===== src/rtl/mem_burst_reader.sv =====
`default_nettype none
// ============================================================================
//  Module   : mem_burst_reader
//  Purpose  : Flop-based 2**AW x DW memory with a synchronous write port and
//             a burst read sequencer that streams a contiguous, wrap-around
//             address range through a registered valid/ready output.
//  Ports    : clk, rst                - clock, synchronous active-high reset
//             wr_en/wr_addr/wr_data   - write port, legal in any state
//             start/base/count        - burst request, sampled in IDLE only
//             busy                    - burst in progress (READ state)
//             out_valid/out_data      - registered output word
//             out_ready               - consumer handshake
//             done                    - one-cycle pulse when a burst finishes
//  Revision : 1.0  initial release
// ============================================================================
module mem_burst_reader #(
  parameter int AW = 4,
  parameter int DW = 8
) (
  input  logic          clk,
  input  logic          rst,
  input  logic          wr_en,
  input  logic [AW-1:0] wr_addr,
  input  logic [DW-1:0] wr_data,
  input  logic          start,
  input  logic [AW-1:0] base,
  input  logic [AW:0]   count,
  output logic          busy,
  output logic          out_valid,
  output logic [DW-1:0] out_data,
  input  logic          out_ready,
  output logic          done
);

  localparam int DEPTH = 2**AW;

  typedef enum logic [1:0] {
    S_IDLE = 2'd0,
    S_READ = 2'd1,
    S_FIN  = 2'd2
  } state_t;

  state_t          r_state;
  logic [DW-1:0]   r_mem [DEPTH];
  logic [AW-1:0]   r_rd_addr;
  logic [AW:0]     r_remaining;
  logic            r_busy;
  logic            r_out_valid;
  logic [DW-1:0]   r_out_data;
  logic            r_done;

  logic [DW-1:0]   w_rd_word;
  logic            w_slot_free;

  // Asynchronous read; a same-edge write is not yet visible here, so a load
  // colliding with a write captures the old contents.
  assign w_rd_word   = r_mem[r_rd_addr];
  // The output register can take a new word if empty or being drained now.
  assign w_slot_free = !r_out_valid || out_ready;

  // Memory array: no reset, writes accepted regardless of rst or state.
  always_ff @(posedge clk) begin
    if (wr_en) begin
      r_mem[wr_addr] <= wr_data;
    end
  end

  always_ff @(posedge clk) begin
    if (rst) begin
      r_state     <= S_IDLE;
      r_rd_addr   <= '0;
      r_remaining <= '0;
      r_busy      <= 1'b0;
      r_out_valid <= 1'b0;
      r_out_data  <= '0;
      r_done      <= 1'b0;
    end else begin
      case (r_state)
        S_IDLE: begin
          r_done <= 1'b0;
          if (start) begin
            r_rd_addr   <= base;
            r_remaining <= count;
            r_busy      <= 1'b1;
            r_state     <= S_READ;
          end
        end

        S_READ: begin
          if (r_remaining != '0) begin
            if (w_slot_free) begin
              r_out_data  <= w_rd_word;
              r_out_valid <= 1'b1;
              r_rd_addr   <= r_rd_addr + 1'b1;
              r_remaining <= r_remaining - 1'b1;
            end
          end else if (w_slot_free) begin
            // Last word (if any) drained: finish the burst.
            r_out_valid <= 1'b0;
            r_busy      <= 1'b0;
            r_done      <= 1'b1;
            r_state     <= S_FIN;
          end
        end

        S_FIN: begin
          r_done  <= 1'b0;
          r_state <= S_IDLE;
        end

        default: begin
          r_busy      <= 1'b0;
          r_out_valid <= 1'b0;
          r_done      <= 1'b0;
          r_state     <= S_IDLE;
        end
      endcase
    end
  end

  assign busy      = r_busy;
  assign out_valid = r_out_valid;
  assign out_data  = r_out_data;
  assign done      = r_done;

endmodule
`default_nettype wire


===== config.mk =====
export PLATFORM = sky130hd
export DESIGN_NAME = mem_burst_reader
export DESIGN_NICKNAME = d
export VERILOG_FILES = /design/src/rtl/mem_burst_reader.sv
export SDC_FILE = /design/constraint.sdc
export NUM_CORES = 1
export LEC_CHECK = 0
export CAP_MARGIN = 25
export CELL_PAD_IN_SITES_DETAIL_PLACEMENT = 1
export CELL_PAD_IN_SITES_GLOBAL_PLACEMENT = 2
export CORE_ASPECT_RATIO = 1.2
export CORE_MARGIN = 1
export CORE_UTILIZATION = 45
export DETAILED_ROUTE_END_ITERATION = 8
export GPL_ROUTABILITY_DRIVEN = 0
export HOLD_SLACK_MARGIN = 0.08
export PLACE_DENSITY = 0.88
export SLEW_MARGIN = 20
export SYNTH_ARGS = -nofsm -noshare
export SYNTH_HDL_FRONTEND = slang
export SYNTH_SLANG_ARGS = --single-unit

===== constraint.sdc =====
create_clock -name clk -period 2.35 [get_ports clk]
set_clock_uncertainty 0.15 [all_clocks]
set_input_delay 0.47 -clock clk [delete_from_list [all_inputs] [get_ports clk]]
set_output_delay 0.47 -clock clk [all_outputs]
set_load 0.005 [all_outputs]

Word-level counts from Yosys, hierarchy flattened
Memories as Yosys holds them, arrays and structs flattened. A register that Yosys moved wholly into a read port is not among the register bits.
Cells that the tools add are included.
{"block": "op_classes", "add_sub_neg": 2, "eq_ne": 6, "muxes": 21, "n_bitwise": 4, "reduce_logical": 13}
{"cell": "two-way mux 5 bit", "n": 3}
{"cell": "two-way mux 4 bit", "n": 3}
{"cell": "one-hot mux 5 bit (2 select lines)", "n": 1}
{"cell": "inequality test 2 bit, second input constant", "n": 4}
{"cell": "one-hot mux 4 bit (2 select lines)", "n": 1}
{"cell": "AND reduction 4 bit", "n": 2}
{"cell": "two-way mux 1 bit", "n": 7}
{"cell": "two-way mux 2 bit", "n": 3}
{"cell": "AND reduction 3 bit", "n": 2}
{"cell": "nonzero test 5 bit", "n": 1}
{"cell": "subtractor 5 x 1 -> 5 bit, second input constant", "n": 1}
{"cell": "adder 4 x 1 -> 4 bit, second input constant", "n": 1}
{"cell": "inverter 1 bit", "n": 4}
{"cell": "one-hot mux 2 bit (2 select lines)", "n": 1}
{"cell": "AND reduction 2 bit", "n": 2}
{"cell": "OR reduction 2 bit", "n": 2}
{"cell": "one-hot mux 1 bit (3 select lines)", "n": 1}
{"cell": "equality test 2 x 1 -> 1 bit, second input constant", "n": 1}
{"cell": "equality test 2 bit, second input constant", "n": 1}
{"cell": "logical NOT 2 bit", "n": 1}
{"cell": "one-hot mux 1 bit (2 select lines)", "n": 1}
{"cell": "nonzero test 2 bit", "n": 1}
{"cell": "logical NOT 1 bit", "n": 1}
{"cell": "logical OR 1 bit", "n": 1}
{"block": "totals", "regBits": 14, "ram_bits": 128, "in_bits": 26, "output_inout_bits": 11, "mem_count": 1}
{"memory": "r_mem", "depth": 16, "word_bits": 8, "read_ports": 1, "rd_clocked_by_memory_dff": 1, "write_ports": 1, "line": "44", "text": "logic [DW-1:0] r_mem [DEPTH];"}

Longest topological paths before layout
{"block": "logic_depth", "ltp_word": 5, "depth_mapped": 7, "mapped_depth_nobuf": 6}

Worst setup path before layout
OpenSTA, ideal clock, no wires.
{"block": "synth_path", "path_kind": "input to register", "startpoint": "in wr_addr[2]", "endpoint": "mem r_mem[0][0] (enable)", "arrival_time_ps": 1580, "slack_ps": 237, "path_stages": 2, "cell_sequence": "or3b_2 -> nor3_1"}
{"element": "start: declaration", "line": "23", "text": "input logic [AW-1:0] wr_addr,"}
{"element": "end: declaration", "line": "44"}
Straight into the memory's write port.

Worst setup path in the final report
{"block": "layout_path", "startpoint": "reg r_remaining[0]", "endpoint": "reg r_out_data[3], in the netlist out_data[3] (read register of r_mem)"}
{"block": "layout_via", "elab_chain_len": 2}
{"element": "start: declaration", "line": "46", "text": "logic [AW:0] r_remaining;"}
{"element": "start signal: assignment", "line": "83", "text": "r_remaining <= count;"}
{"element": "start signal: assignment", "line": "95", "text": "r_remaining <= r_remaining - 1'b1;"}
{"element": "nonzero test 5 bit", "line": "90", "text": "if (r_remaining != '0) begin"}
{"element": "AND reduction 3 bit (no source line)"}
{"element": "end: declaration", "line": "49", "text": "logic [DW-1:0] r_out_data;"}
No other way between the ends.
A chain may end at the register's enable or synchronous reset.

==> summary.md <==
| Metric | Value |
|---|---|
| Number of buffer and inverter stages on the critical path | 1 |
| Critical Path AT | 2.28 ns |
| Number of antenna violations at the first check in global routing | 0 |
| Cell variety after synth | 41 |
| Drt initial violations | 179 |
| Fraction of layout instances using a drive strength above 1 | 0.269 |
| First-pass GRT wire length | approximately 21 mm |
| Final antenna-violating net count | 0 |
| TritonCTS clock tree | yes |
| Std-Cell Rows | 45 |
| Clock sinks | 150 |
| Net count of the finished layout | 417 |
| Critical Path Fanout Max | 8 |
| Clock Path Buffers | 2 |
| Setup WS post-layout | 0.198 ns |
| Final cell area excluding filler cells | ~0.0073 sq mm |
| Total inserted antenna cells | 0 |
| Maximum clock rate | 465 MHz |
| Post-cts resize count | 0 |
| Total power | 6.54 mW |
| Clock insertion delay at the later pin of the skew report | 0.41 ns |
| RSZ-0062 raised after global routing | no |
| Count of warnings emitted by yosys | 0 |
| Delay-heaviest family, CP | simple AND/OR/NAND/NOR gates |
| Post-CTS Setup Inserts | 0 |
| Worst setup path category | reg -> reg |
| Pre-CTS worst setup slack | 0.0341 ns |
| Most used flip-flop cell after synthesis | edfxtp_1 |
| Minimum period implied by the final worst setup slack | 2.15 ns |
| Summed instance area of the synthesized netlist | 0.00603 sq mm |
| Cells traversed along the worst timing path | inv_1 -> ha_1 -> or4b_4 -> nand3_4 -> or3_1 -> o221ai_2 |
| Path category of the worst min-delay check | reg -> reg |
| Synthesized area divided by synthesized cell count | 18.5 sq um |
| DRC violation count after routing | 0 |
| VDD IR-drop max | 0.000629 V |
| Number of primary I/O pins | 37 |
| Cell count after synthesis | 325 |
| Detailed-route wire length per cell | 23.5 um |
| Count of placed standard cells in the final layout, fillers left out | 566 |
| Via count of the first global-routing pass | 3598 |
| Kind of start point of the critical path | register |
| Crit-path slowest cell | or4b_4 |
| Power per cell area | 896 mW/mm^2 |
| Largest stage delay on the critical path | between 0.5 and 0.6 ns |
| TNS Setup | 0 ns |
| Root Driver | clkbuf_16 |
| Largest net degree at the start of global routing | 36 |
| Number of max-capacitance violations reported | 0 |
| Full die area | ~0.014 sq mm |
| Final HPWL from detailed placement | 8.77 mm |
| Synthesized net count | 353 |
| Crit. End Element | register |
| Status | finished clean |
| Die span in y | 129 um |
| Placed cell areas | ~0.0067 sq mm |
| Worst slew pin tran | 0.672 ns |
| Number of hold-repair buffers added at the cts stage | 0 |
| Period utilisation layout | 0.916 |
| Final cell utilization of the core | 0.568 |
| Hold Vio Cnt, Final | 0 |
| Via Count | 3191 |
| Count of flip-flops with a built-in enable after synthesis | 128 |
| Leakage | roughly 2.3 nW |
| Final number of setup-violating endpoints | 0 |
| Width of the die | 108 um |
| Critical path required time | 2.48 ns |
| Area grow syn2layout | 21.0% |
| Worst Hold Margin | around 0.32 ns |
| CTS buffer count | 17 |
| GRT Residual Overflow | 0 |
| Register clock-pin slew on the reported worst setup and hold paths | about 0.060 ns |
| Core Area | 0.0128 sq mm |
| Ys async rst share | 0 |
| Starting density of the core | 0.470 |
| Final-report max-slew violation count | 0 |
| Seq cells post-synth | 150 |
| GRT Resource Usage Total | 0.215 |
| Proportion of synthesized chip area in sequential cells | 0.711 |
| Worst max-slew margin expressed relative to the limit | 0.550 |
| Placed cell count | 534 |
| Input/output buffers | 36 |
| H-tree levels | 4 |
| Mean number of vias per cell | around 5.6 |
| Routed Wire Length | 13.3 mm |
| Count of TritonRoute iterations in the first routing pass | 4 |
## report_power, final
part / switching, mW / total (mW) / internal (mW)
sequential: 0.0510 / 3.04 / 2.98
combinational: 0.445 / 0.858 / 0.413
clock: 1.14 / 2.65 / 1.50
## synthesized netlist by cell type (all sizes together), types with 2 or more instances
library cell	number	area, sq um
dfxtp	22	440
a21oi	12	60.1
nand2	11	41.3
mux2i	16	160
nand2b	6	37.5
ha	2	25.0
buf	11	75.1
nor3	7	35.0
a31oi	2	27.5
inv	4	15.0
edfxtp	128	3840
or3	3	18.8
nand3b	10	75.1
o221ai	8	120
o32ai	2	17.5
clkbuf	5	18.8
o21ai	6	30.0
nand3	4	32.5
a211oi	2	15.0
nor2	17	63.8
mux4	32	721
nor3b	2	20.0
## cell type report
| class | count | area [sq um] |
|---|---|---|
| Fill cell | 1162 | 5540 |
| Sequential cell | 150 | 4290 |
| Tap cell | 164 | 205 |
| Timing Repair Buffer | 61 | 573 |
| Inverter | 4 | 15.0 |
| Multi-Input combinational cell | 155 | 1640 |
| Clock buffer | 17 | 425 |
| Clock inverter | 15 | 156 |
## cell usage in the layout (no fill, tap or decap), types with 3 or more instances in the layout
master           count
clkbuf_16           17
buf_4               23
nand2b_1             6
clkinv_4             3
nor2_1              17
a21oi_1             12
dfxtp_1             21
clkdlybuf4s50_1     36
inv_1                4
nand2_1             11
edfxtp_1           128
or3_1                3
mux4_2              32
o21ai_1              3
mux2i_1             16
o221ai_2             8
inv_6                5
nor3_1               7
inv_8                4
o21ai_0              3
nand3_1              3
nand3b_1            10
## state kept, by name (all words and copies together), names as in the netlist
signal / count
r_mem: 128
out_data: 8
r_remaining: 5
r_rd_addr: 4
r_state: 2
busy: 1
done: 1
out_valid: 1
## final timing paths
kind	from	endpoint	cells after the start	slack, ns
worst min register to register	done	done	2	0.32
worst max register to register	r_remaining[0]	out_data[3]	6	0.20
worst min-delay path	done	done	2	0.32
worst max-delay path	r_remaining[0]	out_data[3]	6	0.20
## layer usage
| layer | up-vias | part of all wire | GRT usage |
|---|---|---|---|
| met2 | 69 | 0.54 | 0.379 |
| met5 | - | 0 | 0 |
| met1 | 1651 | 0.40 | 0.253 |
| li1 | 1451 | - | - |
| met3 | 20 | 0.035 | 0.0491 |
| met4 | 0 | 0.026 | 0.0894 |
## logic make-up after synthesis
family / Yosys count / synth area share
compound gates: 36 / 0.0540
fa+ha+maj: 2 / 0.00415
buf+inv: 20 / 0.0181
flops: 150 / 0.711
mux: 49 / 0.148
simple gates: 68 / 0.0652
## worst register-to-register path: stages (launching register included)
cell and delay [ns]:
dfxtp_1 0.31, inv_1 0.10, ha_1 0.23, or4b_4 0.54, nand3_4 0.09, or3_1 0.43, o221ai_2 0.17
Power figures use the tool's default switching activity.
